## src/rtl/inst_fetcher_pkg.sv

```systemverilog
// Shared types and constants for the instruction fetcher and its queue.
package inst_fetcher_pkg;

  localparam int          INST_W       = 32;
  localparam logic [31:0] RESET_PC_DEF = 32'h0000_0000;
  localparam logic [31:0] PC_STEP      = 32'd4;

  typedef enum logic [1:0] {
    ST_IDLE = 2'd0,
    ST_WAIT = 2'd1,
    ST_DROP = 2'd2
  } fetch_state_e;

  typedef struct packed {
    logic [INST_W-1:0] pc;
    logic [INST_W-1:0] inst;
  } q_entry_t;

  // PC advance wraps naturally modulo 2^32
  function automatic logic [INST_W-1:0] next_pc(input logic [INST_W-1:0] pc);
    return pc + PC_STEP;
  endfunction

endpackage

```

## src/rtl/inst_fetcher_if.sv

```systemverilog
// Memory fetch port plus decoder valid/ready port of the instruction fetcher.
interface inst_fetcher_if;
  import inst_fetcher_pkg::*;

  logic [INST_W-1:0] pc_to_mem;
  logic              en_to_mem;
  logic              drop_flag_to_mem;
  logic              ok_flag_from_mem;
  logic [INST_W-1:0] inst_from_mem;
  logic              inst_valid_out;
  logic [INST_W-1:0] inst_out;
  logic [INST_W-1:0] inst_pc_out;
  logic              inst_ready_in;

  modport master (
    output pc_to_mem, en_to_mem, drop_flag_to_mem,
    input  ok_flag_from_mem, inst_from_mem,
    output inst_valid_out, inst_out, inst_pc_out,
    input  inst_ready_in
  );

  modport slave (
    input  pc_to_mem, en_to_mem, drop_flag_to_mem,
    output ok_flag_from_mem, inst_from_mem,
    input  inst_valid_out, inst_out, inst_pc_out,
    output inst_ready_in
  );
endinterface

```

## src/rtl/inst_fetcher_queue.sv

```systemverilog
// Show-ahead FIFO of {pc,inst} entries with registered head outputs and flush.
module inst_queue
  import inst_fetcher_pkg::*;
#(
  parameter int DEPTH = 8,
  parameter int AW    = 3
) (
  input  logic     clk,
  input  logic     rst_n,
  input  logic     en,
  input  logic     flush,
  input  logic     push,
  input  q_entry_t push_data,
  input  logic     pop,
  output logic     head_valid,
  output q_entry_t head_data,
  output logic     empty,
  output logic [AW:0] count
);

  localparam int CNT_W = AW + 1;

  q_entry_t          mem_r [DEPTH];
  logic [AW-1:0]     wr_ptr_r, rd_ptr_r;
  logic [CNT_W-1:0]  count_r;
  logic              head_valid_r;
  q_entry_t          head_data_r;

  logic              full_s, do_push_s, do_pop_s;
  logic [AW-1:0]     wr_next_s, rd_next_s;
  logic [CNT_W-1:0]  count_next_s;
  q_entry_t          head_next_s;

  // Next pointers/count and the head entry as it will look after this edge
  always_comb begin
    full_s       = (count_r == CNT_W'(DEPTH));
    do_push_s    = en & ~flush & push & (~full_s | pop);
    do_pop_s     = en & ~flush & pop & (count_r != CNT_W'(0));
    wr_next_s    = wr_ptr_r;
    rd_next_s    = rd_ptr_r;
    count_next_s = count_r;
    head_next_s  = '{pc: 32'h0, inst: 32'h0};
    if (flush) begin
      wr_next_s    = AW'(0);
      rd_next_s    = AW'(0);
      count_next_s = CNT_W'(0);
    end else begin
      if (do_push_s) wr_next_s = wr_ptr_r + AW'(1);
      else           wr_next_s = wr_ptr_r;
      if (do_pop_s)  rd_next_s = rd_ptr_r + AW'(1);
      else           rd_next_s = rd_ptr_r;
      case ({do_push_s, do_pop_s})
        2'b10:   count_next_s = count_r + CNT_W'(1);
        2'b01:   count_next_s = count_r - CNT_W'(1);
        default: count_next_s = count_r;
      endcase
    end
    // A push landing on the new head slot bypasses the storage array
    if (count_next_s == CNT_W'(0))                     head_next_s = '{pc: 32'h0, inst: 32'h0};
    else if (do_push_s && (wr_ptr_r == rd_next_s))     head_next_s = push_data;
    else                                               head_next_s = mem_r[rd_next_s];
  end

  // Storage array and pointer/count/head registers, all frozen while en is low
  always_ff @(posedge clk or negedge rst_n) begin
    if (!rst_n) begin
      for (int i = 0; i < DEPTH; i++) mem_r[i] <= '{pc: 32'h0, inst: 32'h0};
      wr_ptr_r     <= AW'(0);
      rd_ptr_r     <= AW'(0);
      count_r      <= CNT_W'(0);
      head_valid_r <= 1'b0;
      head_data_r  <= '{pc: 32'h0, inst: 32'h0};
    end else if (en) begin
      if (do_push_s) mem_r[wr_ptr_r] <= push_data;
      wr_ptr_r     <= wr_next_s;
      rd_ptr_r     <= rd_next_s;
      count_r      <= count_next_s;
      head_valid_r <= (count_next_s != CNT_W'(0));
      head_data_r  <= head_next_s;
    end
  end

  assign head_valid = head_valid_r;
  assign head_data  = head_data_r;
  assign empty      = (count_r == CNT_W'(0));
  assign count      = count_r;

endmodule

```

## src/rtl/inst_fetcher.sv

```systemverilog
// Fetch FSM: walks the PC, issues one-word fetches, queues results, handles redirects.
module inst_fetcher
  import inst_fetcher_pkg::*;
#(
  parameter int          QUEUE_DEPTH = 8,
  parameter int          QUEUE_AW    = 3,
  parameter logic [31:0] RESET_PC    = RESET_PC_DEF
) (
  input  logic                clk_in,
  input  logic                rst_n_in,
  input  logic                rdy_in,
  input  logic                redirect_in,
  input  logic [INST_W-1:0]   redirect_pc_in,
  inst_fetcher_if.master      bus
);

  localparam int CNT_W = QUEUE_AW + 1;

  fetch_state_e       state_r;
  logic [INST_W-1:0]  fetch_pc_r;
  logic [INST_W-1:0]  pc_to_mem_r;
  logic               en_r;
  logic               drop_r;

  logic               push_s, pop_s, flush_s;
  q_entry_t           push_data_s;
  logic               q_valid_s, q_empty_s;
  q_entry_t           q_head_s;
  logic [CNT_W-1:0]   q_count_s;

  // Queue control: a redirect cycle discards any push or pop
  always_comb begin
    flush_s     = rdy_in & redirect_in;
    push_s      = rdy_in & ~redirect_in & (state_r == ST_WAIT) & bus.ok_flag_from_mem;
    pop_s       = rdy_in & ~redirect_in & ~q_empty_s & bus.inst_ready_in;
    push_data_s = '{pc: fetch_pc_r, inst: bus.inst_from_mem};
  end

  inst_queue #(.DEPTH(QUEUE_DEPTH), .AW(QUEUE_AW)) u_queue (
    .clk        (clk_in),
    .rst_n      (rst_n_in),
    .en         (rdy_in),
    .flush      (flush_s),
    .push       (push_s),
    .push_data  (push_data_s),
    .pop        (pop_s),
    .head_valid (q_valid_s),
    .head_data  (q_head_s),
    .empty      (q_empty_s),
    .count      (q_count_s)
  );

  // Fetch FSM with registered memory-side outputs
  always_ff @(posedge clk_in or negedge rst_n_in) begin
    if (!rst_n_in) begin
      state_r     <= ST_IDLE;
      fetch_pc_r  <= RESET_PC;
      pc_to_mem_r <= 32'h0;
      en_r        <= 1'b0;
      drop_r      <= 1'b0;
    end else if (rdy_in) begin
      if (redirect_in) begin
        state_r    <= ST_DROP;
        fetch_pc_r <= redirect_pc_in;
        en_r       <= 1'b0;
        drop_r     <= 1'b1;
      end else begin
        case (state_r)
          ST_IDLE: begin
            drop_r <= 1'b0;
            // A free slot is reserved for the single outstanding fetch
            if (q_count_s < CNT_W'(QUEUE_DEPTH)) begin
              en_r        <= 1'b1;
              pc_to_mem_r <= fetch_pc_r;
              state_r     <= ST_WAIT;
            end else begin
              en_r <= 1'b0;
            end
          end
          ST_WAIT: begin
            en_r   <= 1'b0;
            drop_r <= 1'b0;
            if (bus.ok_flag_from_mem) begin
              fetch_pc_r <= next_pc(fetch_pc_r);
              state_r    <= ST_IDLE;
            end
          end
          ST_DROP: begin
            en_r    <= 1'b0;
            drop_r  <= 1'b0;
            state_r <= ST_IDLE;
          end
          default: begin
            en_r    <= 1'b0;
            drop_r  <= 1'b0;
            state_r <= ST_IDLE;
          end
        endcase
      end
    end
  end

  assign bus.pc_to_mem        = pc_to_mem_r;
  assign bus.en_to_mem        = en_r;
  assign bus.drop_flag_to_mem = drop_r;
  assign bus.inst_valid_out   = q_valid_s;
  assign bus.inst_out         = q_head_s.inst;
  assign bus.inst_pc_out      = q_head_s.pc;

endmodule

```

## src/flat_wrapper.sv

```systemverilog
// flat-port wrapper written by rule: the top's interface ports become plain ports
module inst_fetcher_flat import inst_fetcher_pkg::*;
#(
  parameter int          QUEUE_DEPTH = 8,
  parameter int          QUEUE_AW    = 3,
  parameter logic [31:0] RESET_PC    = RESET_PC_DEF
)
  (clk_in, rst_n_in, rdy_in, redirect_in, redirect_pc_in, bus_pc_to_mem, bus_en_to_mem, bus_drop_flag_to_mem, bus_ok_flag_from_mem, bus_inst_from_mem, bus_inst_valid_out, bus_inst_out, bus_inst_pc_out, bus_inst_ready_in);
  inst_fetcher_if bus_i ();
  input  logic clk_in;
  input  logic rst_n_in;
  input  logic rdy_in;
  input  logic redirect_in;
  input  logic [INST_W-1:0] redirect_pc_in;
  output wire logic [$bits(bus_i.pc_to_mem)-1:0] bus_pc_to_mem;
  output wire logic [$bits(bus_i.en_to_mem)-1:0] bus_en_to_mem;
  output wire logic [$bits(bus_i.drop_flag_to_mem)-1:0] bus_drop_flag_to_mem;
  input wire logic [$bits(bus_i.ok_flag_from_mem)-1:0] bus_ok_flag_from_mem;
  input wire logic [$bits(bus_i.inst_from_mem)-1:0] bus_inst_from_mem;
  output wire logic [$bits(bus_i.inst_valid_out)-1:0] bus_inst_valid_out;
  output wire logic [$bits(bus_i.inst_out)-1:0] bus_inst_out;
  output wire logic [$bits(bus_i.inst_pc_out)-1:0] bus_inst_pc_out;
  input wire logic [$bits(bus_i.inst_ready_in)-1:0] bus_inst_ready_in;
  assign bus_pc_to_mem = bus_i.pc_to_mem;
  assign bus_en_to_mem = bus_i.en_to_mem;
  assign bus_drop_flag_to_mem = bus_i.drop_flag_to_mem;
  assign bus_i.ok_flag_from_mem = bus_ok_flag_from_mem;
  assign bus_i.inst_from_mem = bus_inst_from_mem;
  assign bus_inst_valid_out = bus_i.inst_valid_out;
  assign bus_inst_out = bus_i.inst_out;
  assign bus_inst_pc_out = bus_i.inst_pc_out;
  assign bus_i.inst_ready_in = bus_inst_ready_in;
  inst_fetcher #(.QUEUE_DEPTH(QUEUE_DEPTH), .QUEUE_AW(QUEUE_AW), .RESET_PC(RESET_PC)) u_core (.clk_in(clk_in), .rst_n_in(rst_n_in), .rdy_in(rdy_in), .redirect_in(redirect_in), .redirect_pc_in(redirect_pc_in), .bus(bus_i));
endmodule
```

## config.mk

```make
export PLATFORM = sky130hd
export DESIGN_NAME = inst_fetcher_flat
export DESIGN_NICKNAME = d
export VERILOG_FILES = /design/src/rtl/inst_fetcher_pkg.sv /design/src/rtl/inst_fetcher_if.sv /design/src/rtl/inst_fetcher_queue.sv /design/src/rtl/inst_fetcher.sv /design/src/flat_wrapper.sv
export SDC_FILE = /design/constraint.sdc
export NUM_CORES = 1
export LEC_CHECK = 0
export CAP_MARGIN = 20
export CELL_PAD_IN_SITES_DETAIL_PLACEMENT = 2
export CELL_PAD_IN_SITES_GLOBAL_PLACEMENT = 2
export CORE_ASPECT_RATIO = 1.1
export CORE_MARGIN = 8
export CORE_UTILIZATION = 44
export DETAILED_ROUTE_END_ITERATION = 12
export DONT_BUFFER_PORTS = 1
export PLACE_DENSITY = 0.79
export SLEW_MARGIN = 20
export SYNTH_ARGS = -nofsm -noshare
export SYNTH_HDL_FRONTEND = slang
export SYNTH_HIERARCHICAL = 1
export SYNTH_SLANG_ARGS = --single-unit
```

## constraint.sdc

```tcl
create_clock -name clk_in -period 4.19 [get_ports clk_in]
set_clock_uncertainty 0.05 [all_clocks]
set_input_delay 0.419 -clock clk_in [delete_from_list [all_inputs] [get_ports clk_in]]
set_output_delay 0.419 -clock clk_in [all_outputs]
set_load 0.02 [all_outputs]
```

==> flow_summary.yaml <==
status:
  status: "finished with violations"
  violations: "hold timing, slew limit"
logic_synthesis:
  yosys-top-cells-area: "dfrtp_1 48%, mux2_2 18%, nand3_1 3.2%"
  ys_types: 85
  synth_nets: 3141
  synthCells: 3065
  synth_seq_area_share: 0.477
  synth_top_area_frac: 0.477
  synth_area_um2: 34400
  synth_edf_count: 0
  synth_top_area_cell: "dfrtp_1"
  ys_warn_count: 6
  avgSynthCellArea_um2: 11.2
  ys_ff_latch: 655
  synth_ff_type: "dfrtp_1"
  async_flop_share: 1.00
sta:
  final_max_slew_viol_count: 530
  setup_violations: 0
  fmax_ghz: 0.243
  worstMarginPinSlew_ns: 4.76
  fin_crit_ns: 4.12
  whs_ns: -0.536
  fin_crit_sh: 0.984
  setup_tns_ns: 0
  hold_viol: 175
  relSlewSlack: -2.17
clocking:
  cts_made_buffers: 75
  cts.sinks: 655
  h-tree-depth: 3
  clk-insertion-delay-late_ns: 0.61
  cts-root-buf: "clkbuf_16"
  clk_pin_slew_worst_paths_ns: 0.06
  cts_tree: "done"
  postCtsHoldBufs: 65
  clock_path_buffers: 3
drt:
  firstDrtPassIters: 5
  wl_per_cell_um: 33.7
  drt-initial-drc-count: 1880
  vias_per_cell: 6.88
  dr_total_vias: 27909
  drc: 0
  drt.antenna.violating_nets: 0
  drt_wl_total_mm: 137
setup_path:
  crit_slowest_cell: "dfrtp_2"
  arrival_ns: 4.59
  r2r-start: "u_core/u_queue/count[2]$_DFFE_PN0P_"
  critPathBufInv: 2
  reg2reg_depth: 15
  crit_path_start_kind: "register"
  path_cells: "nor4_4 -> nor3b_1 -> nand2b_1 -> o311a_2 -> inv_2 -> ha_2 -> xor2_1 -> ha_1 -> a21oi_1 -> mux2i_2 -> xnor2_1 -> a31oi_1 -> a21bo_2 -> buf_12 -> o21ai_0"
  cpPeakStageDelay_ns: 0.50
  path_class: "register to register"
  r2r-end: "u_core/u_queue/head_data[0]$_DFFE_PN0P_"
  crit_path_max_fanout: 33
  worst_setup_path_end_kind: "register"
  crit_required_ns: 4.66
  path_delay_family: "compound AO/OA/AOI/OAI gates"
  reg2reg_slack_ns: 0.07
global_routing:
  grt_overflow_total: 0
  antenna_found_initial: 4
  grt_max_degree: 656
  grt_usage: 0.306
  grt_pass1_vias: 31972
  grt_pass1_wl_mm: 206
place:
  place_congestion: 0.815
  dp_hpwl_mm: 71.5
  io_buffer_count: 0
floorplan:
  start_util: 0.444
  fp-row-count: 107
  die_height_um: 309
  die_area_um2: 87400
  core_um2: 77400
  fp.dieW_um: 283
  io_pins: 169
finish:
  nNetsFinal: 3039
  final_cell_mix: "654 x dfrtp_1, 537 x mux2_2, 217 x nand3_1, 111 x nand2_1, 93 x a21oi_1"
  final_common_cell: "dfrtp_1"
  syn2layout_area_growth_pct: 11.1
  drive_above_1_share: 0.282
  nFillCells: 7679
power_and_ir_drop:
  power_density_nw_per_um2: 422
  vdd_drop_max_uv: 254
  p_leak_nw: 17.4
hold_path:
  hold_class: "input pin to async pin"
run:
  maxCapViolCount: 0
[per-layer routing]
metal | track usage | vias up | share of wire
met5 | 0 | - | 0
met4 | 0.143 | 0 | 0.044
met3 | 0.0591 | 392 | 0.064
met2 | 0.520 | 1093 | 0.50
met1 | 0.374 | 15025 | 0.40
li1 | - | 11399 | -
[cells in the mapped netlist, drive strengths merged (4+ instances only)]
cell type,number
or4,5
o22ai,4
a21bo,65
nand4,13
and3,71
a221o,64
a22o,66
a31oi,69
nor3,8
nor2,20
nand2,114
o21ai,100
a32oi,64
nor2b,68
o2111ai,64
nor4,8
and2,66
clkbuf,188
nor3b,4
a21o,71
a22oi,8
a21oi,93
o211ai,67
nand3,219
inv,16
mux2,541
buf,130
a41oi,67
xor2,4
ha,6
nand2b,68
dfrtp,655
o311ai,5
[cell families (layout without fill, tap and decap cells)]
logic type / after synthesis / count (layout) / synth area share
other: 0 / 2 / 0
AOI/OAI and AO/OA: 837 / 837 / 0.187
DFF: 655 / 655 / 0.477
buffers and inverters: 336 / 289 / 0.0444
xor gates and xnor gates: 7 / 7 / 0.00178
adders and majority gates: 6 / 6 / 0.00218
muxes: 544 / 544 / 0.178
and+or+nand+nor: 680 / 680 / 0.110
[state kept, by name, indices dropped and copies added, names as in the netlist]
| register | flops |
|---|---|
| u_core/u_queue/wr_ptr_r | 3 |
| u_core/u_queue/head_data | 64 |
| u_core/bus.en_to_mem | 1 |
| u_core/bus.pc_to_mem | 32 |
| u_core/u_queue/head_valid | 1 |
| u_core/fetch_pc_r | 32 |
| u_core/bus.drop_flag_to_mem | 1 |
| u_core/u_queue/rd_ptr_r | 3 |
| u_core/state_r | 2 |
| u_core/u_queue/mem_r | 512 |
| u_core/u_queue/count | 4 |
[layout make-up]
type,instances,area [µm²],share of cell area
clock inverter,23,203,0.00531
timing repair buffer,139,1380,0.0361
tap,1035,1290,0.0339
inverter,18,68.8,0.00180
multi-input combinational,2074,16600,0.435
sequential,655,16400,0.429
antenna,2,5.00,0.000131
clock buffer,109,2230,0.0583
[through the flow]
step | cells | area (µm²) | setup WS [ns] | utilization | power [W]
2_1_floorplan | 3065 | 34400 | 0.440 | - | 0.00854
3_3_place_gp | 3854 | 35100 | 0.316 | 0.453 | 0.00923
3_5_place_dp | 3854 | 35100 | 0.0645 | 0.453 | 0.00937
4_1_cts | 4051 | 38200 | 0.0257 | 0.493 | 0.0162
5_1_grt | 4054 | 38200 | -0.100 | 0.494 | 0.0166
6_report | 4055 | 38200 | 0.0689 | 0.494 | 0.0161
[how the worst max path moves through the flow]
stage / startpoint / to / cells past startpoint
after floorplan: rdy_in / u_core/u_queue/head_data[10]$_DFFE_PN0P_ / 18
after global placement: u_core/u_queue/count[1]$_DFFE_PN0P_ / u_core/u_queue/head_data[63]$_DFFE_PN0P_ / 15
after detailed placement: u_core/u_queue/count[2]$_DFFE_PN0P_ / u_core/u_queue/head_data[55]$_DFFE_PN0P_ / 15
after CTS: u_core/u_queue/count[2]$_DFFE_PN0P_ / u_core/u_queue/head_data[0]$_DFFE_PN0P_ / 15
after global routing: u_core/u_queue/count[2]$_DFFE_PN0P_ / u_core/u_queue/head_data[0]$_DFFE_PN0P_ / 15
final: u_core/u_queue/count[2]$_DFFE_PN0P_ / u_core/u_queue/head_data[0]$_DFFE_PN0P_ / 15
[timing repair]
action / in CTS / in global routing
endpoints found under the setup margin: 0 / 64
gates resized for setup: 0 / 5
setup buffers: 0 / 2
hold endpoints to repair: 945 / 655
[power by group]
part	internal [W]	switching [W]	total, W
Combinational	0.000858	0.00133	0.00219
Sequential	0.00664	0.000620	0.00726
Clock	0.00387	0.00279	0.00666
Total	0.0114	0.00475	0.0161
Power figures use the tool's default switching activity.
